[config.mk]
export PLATFORM = sky130hd
export DESIGN_NAME = phys_reg_manager
export DESIGN_NICKNAME = d
export VERILOG_FILES = /design/src/rtl/sys_defs.sv /design/src/rtl/multi_psel.sv /design/src/rtl/phys_reg_manager.sv
export SDC_FILE = /design/constraint.sdc
export NUM_CORES = 2
export LEC_CHECK = 0
export ABC_AREA = 1
export BUFFER_PORTS_ARGS = -buffer_cell sky130_fd_sc_hd__buf_2
export CAP_MARGIN = 5
export CORE_ASPECT_RATIO = 1.2
export CORE_MARGIN = 2
export CORE_UTILIZATION = 64
export CTS_BUF_LIST = sky130_fd_sc_hd__clkbuf_4
export DETAILED_ROUTE_END_ITERATION = 8
export PLACE_DENSITY = 0.83
export SKIP_LAST_GASP = 1
export SYNTH_ARGS = -nofsm -noshare
export SYNTH_HDL_FRONTEND = slang
export SYNTH_SLANG_ARGS = --single-unit
[constraint.sdc]
create_clock -name clock -period 66.3 [get_ports clock]
set_input_delay 3.315 -clock clock [delete_from_list [all_inputs] [get_ports clock]]
set_output_delay 3.315 -clock clock [all_outputs]
set_load 0.01 [all_outputs]
[src/rtl/sys_defs.sv]
// rtl/sys_defs.sv - shared rename-stage sizes and index types
//
// Purpose: physical-register and checkpoint sizing shared by the rename blocks.
// Ports: none (package).
package sys_defs;

  localparam int PHYS_REGS  = 64;
  localparam int ARCH_REGS  = 32;
  localparam int ALLOC_W    = 3;
  localparam int CMPL_W     = 3;
  localparam int RETIRE_W   = 3;
  localparam int CKPT_DEPTH = 4;

  localparam int PREG_W = $clog2(PHYS_REGS);
  localparam int CKPT_W = $clog2(CKPT_DEPTH);
  localparam int ACNT_W = $clog2(ALLOC_W + 1);
  localparam int FCNT_W = $clog2(PHYS_REGS + 1);

  typedef logic [PREG_W-1:0] PHYS_REG_IDX;
  typedef logic [CKPT_W-1:0] CKPT_TAG;

  // Architectural mapping occupies the low registers out of reset.
  localparam logic [PHYS_REGS-1:0] FREE_RESET =
    {{(PHYS_REGS - ARCH_REGS){1'b1}}, {ARCH_REGS{1'b0}}};
  localparam logic [PHYS_REGS-1:0] COMPLETE_RESET = ~FREE_RESET;

endpackage

[src/rtl/multi_psel.sv]
// rtl/multi_psel.sv - pick the SEL lowest set bits of a request vector
//
// Purpose: priority selector returning the indices of the lowest set bits.
// Ports:
//   req   in  WIDTH            - request vector
//   idx   out SEL x clog2(W)   - lane i = i-th lowest set bit (0 when unused)
//   count out clog2(SEL+1)     - number of lanes filled, min(popcount, SEL)
module multi_psel #(
  parameter int WIDTH = 64,
  parameter int SEL   = 3
) (
  input  logic [WIDTH-1:0]                      req,
  output logic [SEL-1:0][$clog2(WIDTH)-1:0]     idx,
  output logic [$clog2(SEL+1)-1:0]              count
);

  localparam int IW = $clog2(WIDTH);
  localparam int CW = $clog2(SEL + 1);

  always_comb begin
    int c;
    c = 0;
    idx = '0;
    for (int b = 0; b < WIDTH; b++) begin
      if (req[b] && c < SEL) begin
        idx[c] = IW'(b);
        c = c + 1;
      end
    end
    count = CW'(c);
  end

endmodule

[src/rtl/phys_reg_manager.sv]
// rtl/phys_reg_manager.sv - free list, ready list and branch checkpoints
//
// Purpose: physical-register bookkeeping for rename: grants free registers,
// tracks completion, frees T_old on retire, snapshots/restores the free list.
// Ports:
//   clock, reset                      - clock, synchronous active-high reset
//   alloc_count/ok/idx/avail          - dispatch allocation request and grant
//   cmpl_valid/idx                    - CDB completions (set ready bit)
//   retire_valid/idx                  - retired T_old registers (set free bit)
//   ckpt_take/tag/full                - branch checkpoint allocation
//   resolve_valid/tag/mispredict      - branch resolution
//   free_list, complete_list          - current state bitvectors
//   free_count                        - popcount of free_list
module phys_reg_manager
  import sys_defs::*;
(
  input  logic                       clock,
  input  logic                       reset,
  input  logic [ACNT_W-1:0]          alloc_count,
  output logic                       alloc_ok,
  output PHYS_REG_IDX [ALLOC_W-1:0]  alloc_idx,
  output logic [ACNT_W-1:0]          alloc_avail,
  input  logic [CMPL_W-1:0]          cmpl_valid,
  input  PHYS_REG_IDX [CMPL_W-1:0]   cmpl_idx,
  input  logic [RETIRE_W-1:0]        retire_valid,
  input  PHYS_REG_IDX [RETIRE_W-1:0] retire_idx,
  input  logic                       ckpt_take,
  output CKPT_TAG                    ckpt_tag,
  output logic                       ckpt_full,
  input  logic                       resolve_valid,
  input  CKPT_TAG                    resolve_tag,
  input  logic                       resolve_mispredict,
  output logic [PHYS_REGS-1:0]       free_list,
  output logic [PHYS_REGS-1:0]       complete_list,
  output logic [FCNT_W-1:0]          free_count
);

  logic [PHYS_REGS-1:0]  ckpt_free [CKPT_DEPTH];
  logic [CKPT_DEPTH-1:0] ckpt_dep  [CKPT_DEPTH];
  logic [CKPT_DEPTH-1:0] ckpt_valid;

  logic [PHYS_REGS-1:0]  alloc_mask, retire_mask, cmpl_mask;
  logic [PHYS_REGS-1:0]  free_live_next, free_next;
  logic [CKPT_DEPTH-1:0] kill;
  logic                  mispredict, take, slot_found;

  multi_psel #(.WIDTH(PHYS_REGS), .SEL(ALLOC_W)) u_alloc_sel (
    .req   (free_list),
    .idx   (alloc_idx),
    .count (alloc_avail)
  );

  multi_psel #(.WIDTH(CKPT_DEPTH), .SEL(1)) u_slot_sel (
    .req   (~ckpt_valid),
    .idx   (ckpt_tag),
    .count (slot_found)
  );

  assign mispredict = resolve_valid && resolve_mispredict;
  assign ckpt_full  = !slot_found;
  assign alloc_ok   = (alloc_count <= alloc_avail) && !mispredict;
  assign take       = ckpt_take && !ckpt_full && !mispredict;

  always_comb begin
    alloc_mask  = '0;
    retire_mask = '0;
    cmpl_mask   = '0;
    for (int i = 0; i < ALLOC_W; i++)
      if (alloc_ok && ACNT_W'(i) < alloc_count) alloc_mask[alloc_idx[i]] = 1'b1;
    for (int i = 0; i < RETIRE_W; i++)
      if (retire_valid[i]) retire_mask[retire_idx[i]] = 1'b1;
    for (int i = 0; i < CMPL_W; i++)
      if (cmpl_valid[i]) cmpl_mask[cmpl_idx[i]] = 1'b1;
    // x0 is permanently allocated and ready
    retire_mask[0] = 1'b0;
    cmpl_mask[0]   = 1'b0;
  end

  // Allocated and retiring registers are disjoint for legal input, so the
  // order of clear and set does not matter.
  assign free_live_next = (free_list & ~alloc_mask) | retire_mask;
  assign free_next = mispredict ? (ckpt_free[resolve_tag] | retire_mask)
                                : free_live_next;

  // Slots leaving this cycle: the resolved tag, plus on a mispredict every
  // younger slot that recorded it as a dependency.
  always_comb begin
    kill = '0;
    if (resolve_valid) begin
      kill[resolve_tag] = 1'b1;
      if (resolve_mispredict)
        for (int s = 0; s < CKPT_DEPTH; s++)
          if (ckpt_valid[s] && ckpt_dep[s][resolve_tag]) kill[s] = 1'b1;
    end
  end

  always_comb begin
    free_count = '0;
    for (int b = 0; b < PHYS_REGS; b++)
      free_count = free_count + FCNT_W'(free_list[b]);
  end

  always_ff @(posedge clock) begin
    if (reset) begin
      free_list     <= FREE_RESET;
      complete_list <= COMPLETE_RESET;
      ckpt_valid    <= '0;
      for (int s = 0; s < CKPT_DEPTH; s++) begin
        ckpt_free[s] <= '0;
        ckpt_dep[s]  <= '0;
      end
    end else begin
      free_list     <= free_next;
      complete_list <= (complete_list & ~alloc_mask) | cmpl_mask;
      ckpt_valid    <= (ckpt_valid & ~kill) |
                       (take ? (CKPT_DEPTH'(1) << ckpt_tag) : '0);
      for (int s = 0; s < CKPT_DEPTH; s++) begin
        if (take && ckpt_tag == CKPT_W'(s)) begin
          ckpt_free[s] <= free_live_next;
          ckpt_dep[s]  <= ckpt_valid & ~kill;
        end else begin
          if (ckpt_valid[s]) ckpt_free[s] <= ckpt_free[s] | retire_mask;
          ckpt_dep[s] <= ckpt_dep[s] & ~kill;
        end
      end
    end
  end

endmodule

# After elaboration in Yosys (flattened, before gate mapping)
# Memories as Yosys holds them, arrays and structs flattened.
# Cells that the tools add are included.
# word_totals
reg_bits	132
ramBits	272
in_bits	51
out_inout_bits	159
word_cells	1114
memories	2
# op_classes
n_addsub	129
n_lt_le_gt_ge	222
eq_ne	3
shifts	1
n_mux	366
bitwise_logic	228
n_reduce_logical	160
# mem_list
memory	depth	width	rd	rd_clocked_by_memory_dff	wr	line_no	rtl
ckpt_free	4	64	5	0	4	phys_reg_manager.sv:38	logic [PHYS_REGS-1:0] ckpt_free [CKPT_DEPTH];
ckpt_dep	4	4	4	0	4	phys_reg_manager.sv:39	logic [CKPT_DEPTH-1:0] ckpt_dep [CKPT_DEPTH];
# ops
operator	n
>= comparator 32 x 1 -> 1 bit, second input constant	66
adder 32 x 2 -> 32 bit, second input constant	64
two-way mux 32 bit	64
less-than comparator 32 x 3 -> 1 bit, second input constant	63
less-than comparator 32 x 4 -> 1 bit, second input constant	63
two-way mux 64 bit	18
two-way mux 18 bit	62
bitwise OR 64 bit	13
demux 6 bit (select 2 bit)	63
adder 7 x 1 -> 7 bit	57
two-way mux 6 bit	63
less-than comparator 32 x 2 -> 1 bit, second input constant	6
bitwise AND 12 bit	15
bitwise AND 9 bit	20
NOT 12 bit	15
NOT 9 bit	20
bitwise OR 12 bit	15
bitwise OR 9 bit	20
logical AND 1 bit	157
bitwise AND 64 bit	2
bitwise AND 6 bit	15
NOT 6 bit	15
bitwise OR 15 bit	6
bitwise OR 6 bit	15
other kinds (43)	192

# Longest topological paths before layout
# depth
depth_word	207
depth_mapped	428
ltp_nobuf	428

# Cells and area by module
# A second synthesis with hierarchy kept.
# unflattened
hier_cells	5621
area_unflattened_um2	38197.9
# by_module_without_submodules
mod	n_inst	cells_per_inst	area_each_um2	seq_area_each_um2
phys_reg_manager	1	3926	28184.5	10690.3
multi_psel (u_alloc_sel)	1	1686	9967.1	0.0
multi_psel (u_slot_sel)	1	9	46.3	0.0

# Worst setup path after synthesis
# OpenSTA, ideal clock, no wires.
# synth_path
path_kind	reg2out
startpoint	register free_list[0]
endpoint	output port alloc_idx[5] in the netlist's numbering
arrival_ns	50.225
t_required_ns	62.985
slack_ns	12.760
stages_incl_launch_ff	405
n_path_buf	3
path_cell_list	dfxtp_1 > inv_1 > ha_1 > a21oi_1 > a21boi_0 > ha_1 > inv_1 > ha_1 > nand2_2 > nand2_1 > o21ai_0 > ha_1 > nor2_2 > nand2_4 > nand2_1 > o21ai_0 > ha_1 > inv_1 > [... 369 more ...] > inv_1 > ha_1 > inv_1 > nand3_2 > or2_2 > nand2_1 > ha_1 > inv_1 > nand3_1 > inv_1 > nand2_1 > nand2_1 > nor2_1 > nand2_1 > nor2_1 > inv_1 > nor3_1 > inv_1
# synth_lines
item	line_no	rtl
start: declaration	phys_reg_manager.sv:33	output logic [PHYS_REGS-1:0] free_list,
start signal: assignment	phys_reg_manager.sv:113	free_list <= free_next;
end: declaration	phys_reg_manager.sv:21	output PHYS_REG_IDX [ALLOC_W-1:0] alloc_idx,

==> metrics list <==
* Result of the run: finished clean
- met2 is the most crowded layer.
- Synthesis-to-finish area growth: 8.69%
- In this run, placement finished with an instance count of 5,751.
- Drt pass-1 iters: 8
* Kind of capture point of the worst setup path: output port
- Buffers inserted during clock tree synthesis total 91.
* Sequential cell area fraction in the yosys report: 30.4%
* Final Non-Filler Cells: 5,935
- The most numerous cell type found on the critical path is sky130_fd_sc_hd__inv_1.
- The first global-routing pass estimated 196,000 um of wire.
- The top cell types in the final layout, fill and taps aside, are 989 x sky130_fd_sc_hd__nand2_1, 887 x sky130_fd_sc_hd__inv_1, 469 x sky130_fd_sc_hd__o21ai_0, 339 x sky130_fd_sc_hd__nand3_1, 306 x sky130_fd_sc_hd__nor2_1.
- The worst register-to-register path begins at free_list[0].
- Routed Antenna Nets: 0
- Max-cap violations in this run came to 0.
* IO Count: 210
- In this run the biggest area consumer among cell types represents 22.9% of the synthesized area.
- Count of final setup violators: 0
- The initial antenna violation count was 11.
- Transition at the pin with the smallest max-transition slack: 1.36 ns
- After detailed routing, the number of remaining DRC violations is 0.
- Maximum buffer depth of the clock tree: 3
* Launching element type of the critical path: register
- Worst R2R Path Depth: 413
- Root Buffer Master: sky130_fd_sc_hd__clkbuf_4
- Hold is met by 0.466 ns.
- Ys flop type: sky130_fd_sc_hd__edfxtp_1
- Global routing met2 resource utilization: 70.2%
- Of the cells placed in the final design, the portion with a size suffix greater than 1 is 12.8%.
* Cell type of the slowest stage on the worst timing path: sky130_fd_sc_hd__fa_1
- Most common library cell in the layout ignoring fill and taps: sky130_fd_sc_hd__nand2_1
* Tmin final: 60.82 ns
- The wire-length estimate of the detail-placed layout is 96,200 um.
* Worst r2r dst: ckpt_free[0][17]
* Proportion of register bits with asynchronous set or reset after synthesis: 0%
* Clock-pin slew on the worst setup and hold paths: 0.08 ns
- In the synthesized netlist, the number of instances is 4,920.
- Global routing consumed, on the met1 layer, 54.5% of the routing resources.
* Gpl congestion: 1.08
- Vias in the first global route: 34,519
* Max-slew violations: 0
* Arrival time reported for the critical path endpoint: 57.51 ns
- Global router's overall resource usage: 45.0%
* Number of flops mapped to enable cells by yosys: 268
- Average routed wire per standard cell: 22.2 um
- Data on the critical path is required at its endpoint by 62.98 ns.
- Die Outline Area: 56,800 um2
- From bottom edge to top edge, the die measures 261 um.
- Initial core utilization: 64.4%
- In the final design database the tool counted 5,502 nets.
- Floorplan core area: 54,600 um2
- Average cell area after synthesis: 7.15 um2
- The clock tree synthesis step divided the H-tree into 3 levels.
* Setup slack of the worst register-to-register path: 6.60 ns
* Maximum fanout encountered on the critical timing path: 12
* Final-report hold violation count: 0
- Largest net degree at the start of global routing: 86
- Detailed routing inserted a total of 37,319 vias.
- Ratio of routed vias to standard cells: 6.29
- Yosys mapped the design onto 52 distinct sky130hd cell types.
- DRC violation total after the first TritonRoute iteration: 4,849
* Fin Clk Skew: 0.0468 ns
- Based on the critical path, the design can be clocked at up to 16.4 MHz.
* Clock latency at the later pin of the worst-skew pair: 0.84 ns
* Final routed wirelength across all metal layers: 132,000 um
- Synthesized area: 35,200 um2
- Counting the fill cells in the layout gives 4,740.
* CP max stage delay: 0.67 ns
- After layout, the worst path uses 91.7% of the clock period.
* Count of port buffers added during placement: 209
- The min-delay analysis places its worst path in the category register to register.
- Top post-synthesis cells by area: sky130_fd_sc_hd__edfxtp_1 23%, sky130_fd_sc_hd__nand2_1 11%, sky130_fd_sc_hd__inv_1 9.9%
* Yosys warning total: 0
* Total number of clock tree sinks: 400
- Overflow left after global routing: 0
- After synthesis the netlist holds a flip-flop and latch count of 400.
* Number of buffers added to fix hold violations after cts: 0
- Source of the critical timing path: free_list[0]
* Width of the die: 218 um
- In this run the tightest slew margin relative to its limit is 8.46%.
- Largest area contributor in the netlist: sky130_fd_sc_hd__edfxtp_1
- CP Capture Point: alloc_idx[5]
* Number of rows in the core area: 94
- TritonCTS built the clock tree.
- For met3 alone, demand over resource in global routing was 12.5%.
- The critical path is of the register to output port type.
==> worst min-delay path by stage <==
stage                            startpoint           endpoint  slack [ns]  cells after the start
after floorplan            complete_list[0]   complete_list[0]        0.47                      2
after global placement    complete_list[13]  complete_list[13]        0.44                      2
after detailed placement  complete_list[27]  complete_list[27]        0.45                      2
after CTS                 complete_list[27]  complete_list[27]        0.46                      2
after global routing      complete_list[27]  complete_list[27]        0.48                      2
final                     complete_list[13]  complete_list[13]        0.47                      2
==> area by class of cell <==
cell class,instances,area [um2],area share [%]
repair buffers,242,1300,3.39
well taps,720,901,2.36
diodes,9,22.5,0.0589
clock inverters,27,135,0.354
multi-input cells,3457,20600,53.8
inverters,937,3520,9.21
flip-flops and latches,400,10700,28.0
clock buffers,143,1070,2.81
==> per-stage QoR <==
step           TNS [ns]  instance area [um2]  utilization [%]  setup slack [ns]
6_report              0                38200             70.0              5.48
5_1_grt          -0.100                38200             70.0            -0.100
4_1_cts               0                38100             69.8              2.92
3_5_place_dp          0                36900             67.6              3.98
3_3_place_gp          0                36900             67.6              6.50
2_1_floorplan         0                35200                -             12.76
==> critical path: cells and delay by family, from the launching register on <==
family	cells	cell delay, ns
flops	1	0.41
simple gates	184	27.07
fa+ha+maj	63	12.46
buf+inv	153	15.67
compound gates	4	1.00
==> routing by layer <==
metal	part of all wire, %	vias to the layer above
met3	14	606
met4	7.6	14
li1	-	17049
met5	0.063	-
met2	43	2704
met1	35	16946
==> registers in the layout, summed over array words and instances, names as in the netlist <==
register / count
ckpt_free: 256
ckpt_valid: 4
free_list: 64
ckpt_dep: 12
complete_list: 64
==> repair_timing <==
item,4_1_cts,5_1_grt
setup endpoints to repair,0,405
resized for setup,0,62
buffers inserted,0,5
==> cell usage after synthesis (52+ instances only) <==
cell type and n:
sky130_fd_sc_hd__dfxtp_1 132, sky130_fd_sc_hd__o21ai_0 476, sky130_fd_sc_hd__edfxtp_1 268, sky130_fd_sc_hd__nor3_1 77, sky130_fd_sc_hd__nand2_1 998, sky130_fd_sc_hd__nor2_1 307, sky130_fd_sc_hd__a21oi_1 152, sky130_fd_sc_hd__a221oi_1 52
sky130_fd_sc_hd__inv_1 929, sky130_fd_sc_hd__nand3_2 53, sky130_fd_sc_hd__o22ai_1 257, sky130_fd_sc_hd__nand3_1 351, sky130_fd_sc_hd__clkbuf_1 123, sky130_fd_sc_hd__fa_1 55, sky130_fd_sc_hd__a22oi_1 52, sky130_fd_sc_hd__ha_1 267
sky130_fd_sc_hd__or2_2 52
==> cells by family after synthesis <==
kind of cell,count (synthesis),synth area share [%]
AND/OR/NAND/NOR,1957,25.4
AO/OA/AOI/OAI,1161,19.9
buffers and inverters,1075,11.6
flip-flops,400,30.4
adder cells (fa/ha/maj),322,12.6
XOR/XNOR,4,0.0997
other,1,0.0107
Power is left out: the tool's default activity adds up to more than one toggle a clock period on the data nets, which glitch-free logic cannot reach.
